**src/rtl/matmul_seq_ctrl.sv**
```systemverilog
// Address sequencer for the matmul accelerator: sweeps row/column addresses per core group,
// flags group starts, honours stall, and provides pipeline-aligned delayed copies of the beat.
module matmul_seq_ctrl #(
  parameter int ROWS       = 2,
  parameter int COLS       = 4,
  parameter int CORE_COUNT = 4,
  parameter int ADR_W      = 5,
  parameter int PIPE_DEPTH = 2
) (
  input  logic             CLOCK_25,
  input  logic             rst,
  input  logic             start,
  input  logic             stall,
  output logic [ADR_W-1:0] column_adr,
  output logic [ADR_W-1:0] row_adr,
  output logic [ADR_W-1:0] core_column,
  output logic             adr_valid,
  output logic             core_clr,
  output logic [ADR_W-1:0] row_adr_d,
  output logic [ADR_W-1:0] core_column_d,
  output logic             adr_valid_d,
  output logic             busy,
  output logic             done,
  output logic [1:0]       state
);

  typedef enum logic [1:0] {
    S_IDLE  = 2'd0,
    S_DRAW  = 2'd1,
    S_DRAIN = 2'd2,
    S_DONE  = 2'd3
  } state_t;

  localparam int DW = (PIPE_DEPTH > 1) ? $clog2(PIPE_DEPTH) : 1;
  localparam int PW = 2 * ADR_W + 1;

  localparam logic [ADR_W:0]   L_COLS       = (ADR_W+1)'(COLS);
  localparam logic [ADR_W:0]   L_STEP       = (ADR_W+1)'(CORE_COUNT);
  localparam logic [ADR_W-1:0] L_COL_LAST   = ADR_W'(COLS - 1);
  localparam logic [ADR_W-1:0] L_ROW_LAST   = ADR_W'(ROWS - 1);
  localparam logic [ADR_W-1:0] L_ADR_ONE    = ADR_W'(1);
  localparam logic [DW-1:0]    L_DRAIN_LAST = DW'(PIPE_DEPTH - 1);
  localparam logic [DW-1:0]    L_DRAIN_ONE  = DW'(1);

  state_t           r_state;
  logic [ADR_W-1:0] r_col;
  logic [ADR_W-1:0] r_row;
  logic [ADR_W-1:0] r_core;
  logic [DW-1:0]    r_drain_cnt;
  logic [PW-1:0]    r_pipe [PIPE_DEPTH];

  state_t           w_state_next;
  logic [ADR_W-1:0] w_col_next;
  logic [ADR_W-1:0] w_row_next;
  logic [ADR_W-1:0] w_core_next;
  logic [DW-1:0]    w_drain_next;
  logic [ADR_W:0]   w_core_sum;
  logic             w_adr_valid;
  logic             w_core_clr;

  always_ff @(posedge CLOCK_25 or negedge rst) begin
    if (!rst) begin
      r_state     <= S_IDLE;
      r_col       <= '0;
      r_row       <= '0;
      r_core      <= '0;
      r_drain_cnt <= '0;
    end else begin
      r_state     <= w_state_next;
      r_col       <= w_col_next;
      r_row       <= w_row_next;
      r_core      <= w_core_next;
      r_drain_cnt <= w_drain_next;
    end
  end

  always_comb begin
    w_state_next = r_state;
    w_col_next   = r_col;
    w_row_next   = r_row;
    w_core_next  = r_core;
    w_drain_next = r_drain_cnt;
    w_adr_valid  = 1'b0;
    w_core_clr   = 1'b0;
    // Extra bit keeps the next-group test from wrapping near the top of the address range.
    w_core_sum   = {1'b0, r_core} + L_STEP;

    unique case (r_state)
      S_IDLE: begin
        w_col_next   = '0;
        w_row_next   = '0;
        w_core_next  = '0;
        w_drain_next = '0;
        if (start) begin
          w_state_next = S_DRAW;
        end
      end

      S_DRAW: begin
        if (!stall) begin
          w_adr_valid = 1'b1;
          w_core_clr  = (r_col == '0) && (r_row == '0);
          if (r_col != L_COL_LAST) begin
            w_col_next = r_col + L_ADR_ONE;
          end else begin
            w_col_next = '0;
            if (r_row != L_ROW_LAST) begin
              w_row_next = r_row + L_ADR_ONE;
            end else begin
              w_row_next = '0;
              if (w_core_sum < L_COLS) begin
                w_core_next = w_core_sum[ADR_W-1:0];
              end else begin
                w_state_next = S_DRAIN;
                w_drain_next = '0;
              end
            end
          end
        end
      end

      S_DRAIN: begin
        if (r_drain_cnt == L_DRAIN_LAST) begin
          w_state_next = S_DONE;
          w_drain_next = '0;
          w_core_next  = '0;
        end else begin
          w_drain_next = r_drain_cnt + L_DRAIN_ONE;
        end
      end

      S_DONE: begin
        w_col_next   = '0;
        w_row_next   = '0;
        w_core_next  = '0;
        w_drain_next = '0;
        if (!start) begin
          w_state_next = S_IDLE;
        end
      end

      default: begin
        w_state_next = S_IDLE;
      end
    endcase
  end

  // Delay line runs every cycle so stalled (invalid) beats stay aligned with the core pipeline.
  always_ff @(posedge CLOCK_25 or negedge rst) begin
    if (!rst) begin
      for (int i = 0; i < PIPE_DEPTH; i++) begin
        r_pipe[i] <= '0;
      end
    end else begin
      r_pipe[0] <= {w_adr_valid, r_core, r_row};
      for (int i = 1; i < PIPE_DEPTH; i++) begin
        r_pipe[i] <= r_pipe[i-1];
      end
    end
  end

  assign column_adr    = r_col;
  assign row_adr       = r_row;
  assign core_column   = r_core;
  assign adr_valid     = w_adr_valid;
  assign core_clr      = w_core_clr;
  assign row_adr_d     = r_pipe[PIPE_DEPTH-1][ADR_W-1:0];
  assign core_column_d = r_pipe[PIPE_DEPTH-1][2*ADR_W-1:ADR_W];
  assign adr_valid_d   = r_pipe[PIPE_DEPTH-1][2*ADR_W];
  assign busy          = (r_state == S_DRAW) || (r_state == S_DRAIN);
  assign done          = (r_state == S_DONE);
  assign state         = r_state;

endmodule

```
**config.mk**
```make
export PLATFORM = sky130hd
export DESIGN_NAME = matmul_seq_ctrl
export DESIGN_NICKNAME = d
export VERILOG_FILES = /design/src/rtl/matmul_seq_ctrl.sv
export SDC_FILE = /design/constraint.sdc
export NUM_CORES = 1
export LEC_CHECK = 0
export CORE_AREA = 3 3 59 66
export DETAILED_ROUTE_END_ITERATION = 8
export DIE_AREA = 0 0 62 69
export HOLD_SLACK_MARGIN = 0.08
export PLACE_DENSITY = 0.85
export SYNTH_ARGS = -nofsm -noshare
export SYNTH_HDL_FRONTEND = slang
export SYNTH_SLANG_ARGS = --single-unit
```
**constraint.sdc**
```tcl
create_clock -name CLOCK_25 -period 2.4 [get_ports CLOCK_25]
set_clock_uncertainty 0.05 [all_clocks]
set_input_delay 0.24 -clock CLOCK_25 [delete_from_list [all_inputs] [get_ports CLOCK_25]]
set_output_delay 0.24 -clock CLOCK_25 [all_outputs]
set_load 0.05 [all_outputs]
```
==> results.yml <==
run_status:
  run_status: "finished, final reports clean"
final_layout:
  most-common-layout-cells: "sky130_fd_sc_hd__dfrtp_1 (32), sky130_fd_sc_hd__clkdlybuf4s50_1 (28), sky130_fd_sc_hd__inv_1 (10), sky130_fd_sc_hd__nand2_1 (10), sky130_fd_sc_hd__nand3_1 (10)"
  layout-drive-gt1-share: 0.169
  final_common_cell: "sky130_fd_sc_hd__dfrtp_1"
  utilization: 0.592
  layout-area-overhead-vs-synth_pct: 24.9
  fin_nets: 179
  stdcell_area_sq_um: 1970
  antennaDiodeCount: 0
  post_layout_nonfiller_instances: 214
power:
  p_per_area_nw_per_um2: 1210
  max-vdd-ir-drop_uv: 462
  static-leakage-power_nw: 0.892
timing:
  min_period_ns: 2.19
  measured_slew_at_the_worst_slew_check_pin_ns: 0.504
  fmax_mhz: 456
  timing.max_slew.rel_slack: 0.663
  layout_worst_path_cycle_share: 0.914
  final-max-slew-violation-count: 0
  final-hold-violation-count: 0
  rsz0062_at_grt: "no"
  final-setup-viol-count: 0
  finalSetupTns_ns: 0
route:
  drcViolationCount: 0
  drt_pass1_iterations: 4
  post_route_antenna_net_violation_count: 0
  wire_per_inst_um: 12.8
  wl_um: 2730
  detailedRoute.firstIterationViolations: 30
  detail_route.vias_per_cell: 5.08
  routed-via-count: 1087
critical_path:
  critical_path_required_ns: 2.11
  crit_fanout: 9
  setup.worst_path.class: "flop to output pin"
  worst_setup_path_end_kind: "output pin"
  critical_path_arrival_ns: 1.90
  crit_path_start_kind: "flop"
floorplanning:
  initial_core_util: 0.474
  die_height_um: 69
  core-area_sq_um: 3330
  boundaryPins: 36
  placement_rows: 22
  die_w_um: 62
  die-area_sq_um: 4280
cts:
  clock_insertion_delay_worst_skew_ns: 0.34
  cts_setup_buffers: 0
  cts_root_buf: "sky130_fd_sc_hd__clkbuf_4"
  cts.repair.resized: 1
  cts.clk_slew.worst_paths_ns: 0.10
  cts_inserted_buffers: 5
  clk_path_buf_depth: 2
  total_number_of_clock_tree_sinks: 34
  cts_tree: "done"
  cts_hold_buf: 0
  cts-htree-levels: 2
global_routing:
  grt_first_pass_wirelength_um: 4640
  gr-usage-all-layers: 0.146
  grt_start_max_net_pins: 35
  grt.overflow.total: 0
  first_global_vias: 1082
  grt_antenna_before_repair: 0
run:
  drv_cap: 0
placement:
  placement.io_buffers: 31
  placed_instances: 206
  place.detailed.hpwl_um: 1970
  finalWeightedCongestion: 0.862
  postPlaceCellArea_sq_um: 1900
logic_synthesis:
  yosysSeqAreaShare: 0.539
  yosys_warnings: 0
  mapped_cells: 137
  ys_ff_latch: 34
  synth.lib_cells_used.distinct: 37
  mappedNetlistArea_sq_um: 1580
  synth_area_per_cell_sq_um: 11.5
hold_path:
  hold_class: "input pin to async pin"
==> metrics by stage <==
stage	power, W	setup WS, ns	hold slack [ns]
3_5_place_dp	0.00205	0.369	0.285
4_1_cts	0.00239	0.0889	0.243
2_1_floorplan	0.00174	0.0210	-0.106
6_report	0.00238	0.206	0.247
3_3_place_gp	0.00201	0.451	0.282
5_1_grt	0.00253	0.0185	0.267
==> report_power, final <==
part	switching, W	internal (W)	leakage (nW)
clock	0.000186	0.000142	0.0353
combinational	0.000810	0.000464	0.398
sequential	0.000101	0.000682	0.459
total	0.00110	0.00129	0.892
==> state kept, by name, summed over array words and instances (netlist names) <==
name           count
adr_valid_d        1
r_drain_cnt        1
core_column        3
column_adr         5
r_pipe             9
row_adr            5
core_column_d      3
state              2
row_adr_d          5
==> routing by layer <==
layer	share of wire	GRT usage	routed length [um]
met5	0	0	0
met4	0.040	0.113	109
met3	0.057	0.0412	156
met2	0.49	0.220	1330
met1	0.42	0.166	1140
==> worst max-delay path, cell delays in order, from the launching register on <==
cell	delay, ns
sky130_fd_sc_hd__dfrtp_2	0.45
sky130_fd_sc_hd__inv_2	0.09
sky130_fd_sc_hd__ha_4	0.19
sky130_fd_sc_hd__nor2b_4	0.21
sky130_fd_sc_hd__nand4_1	0.15
sky130_fd_sc_hd__nor4_4	0.30
sky130_fd_sc_hd__buf_12	0.18
==> synthesized netlist by cell type, drive strengths merged <==
library cell	n	area, sq um
buf	13	95.1
mux2	4	45.0
a221oi	1	15.0
dfrtp	34	851
nand4	2	12.5
a21oi	3	18.8
clkbuf	1	3.75
or2	1	6.26
o2111ai	2	17.5
o22ai	1	6.26
nor2	2	7.51
o21ai	8	40.0
ha	10	125
conb	1	3.75
a2bb2oi	1	8.76
nor4b	2	38.8
a21bo	1	10.0
nand2	10	37.5
a21o	2	15.0
nand3	10	50.1
and2b	1	7.51
and2	3	18.8
nor3b	2	15.0
inv	11	41.3
xor2	1	8.76
or4b	1	13.8
a41o	1	11.3
nor4	2	12.5
nor2b	3	18.8
a22o	1	8.76
a211oi	1	7.51
o31ai	1	7.51
==> cell type report <==
type / count / area [sq um]
flip-flops and latches: 34 / 853
multi-input cells: 81 / 634
clock buffers: 7 / 55.1
well taps: 48 / 60.1
clock inverters: 1 / 5.00
repair buffers: 32 / 323
inverters: 11 / 41.3
fillers: 265 / 1360
==> logic make-up (layout without fill, tap and decap cells) <==
kind of cell,after synthesis,after routing,share of synthesized area
AND/OR/NAND/NOR,39,39,0.151
flip-flops,34,34,0.539
buffers and inverters,25,51,0.0887
AO/OA/AOI/OAI,23,23,0.105
adder cells (fa/ha/maj),10,10,0.0792
multiplexers,4,4,0.0285
other,1,4,0.00237
XOR/XNOR,1,1,0.00555
==> worst paths after layout <==
check,start,endpoint,slack (ns),cells past startpoint
worst min register to register,r_pipe[14],row_adr_d[3],0.30,0
worst min-delay path,rst,row_adr[2],0.25,2
min in group CLOCK_25,r_pipe[14],row_adr_d[3],0.30,0
worst max-delay path,state[1],core_clr,0.21,6
max in group asynchronous,rst,state[1],1.75,2
worst max register to register,column_adr[0],state[1],0.39,5
(Power assumes the default switching activity.)
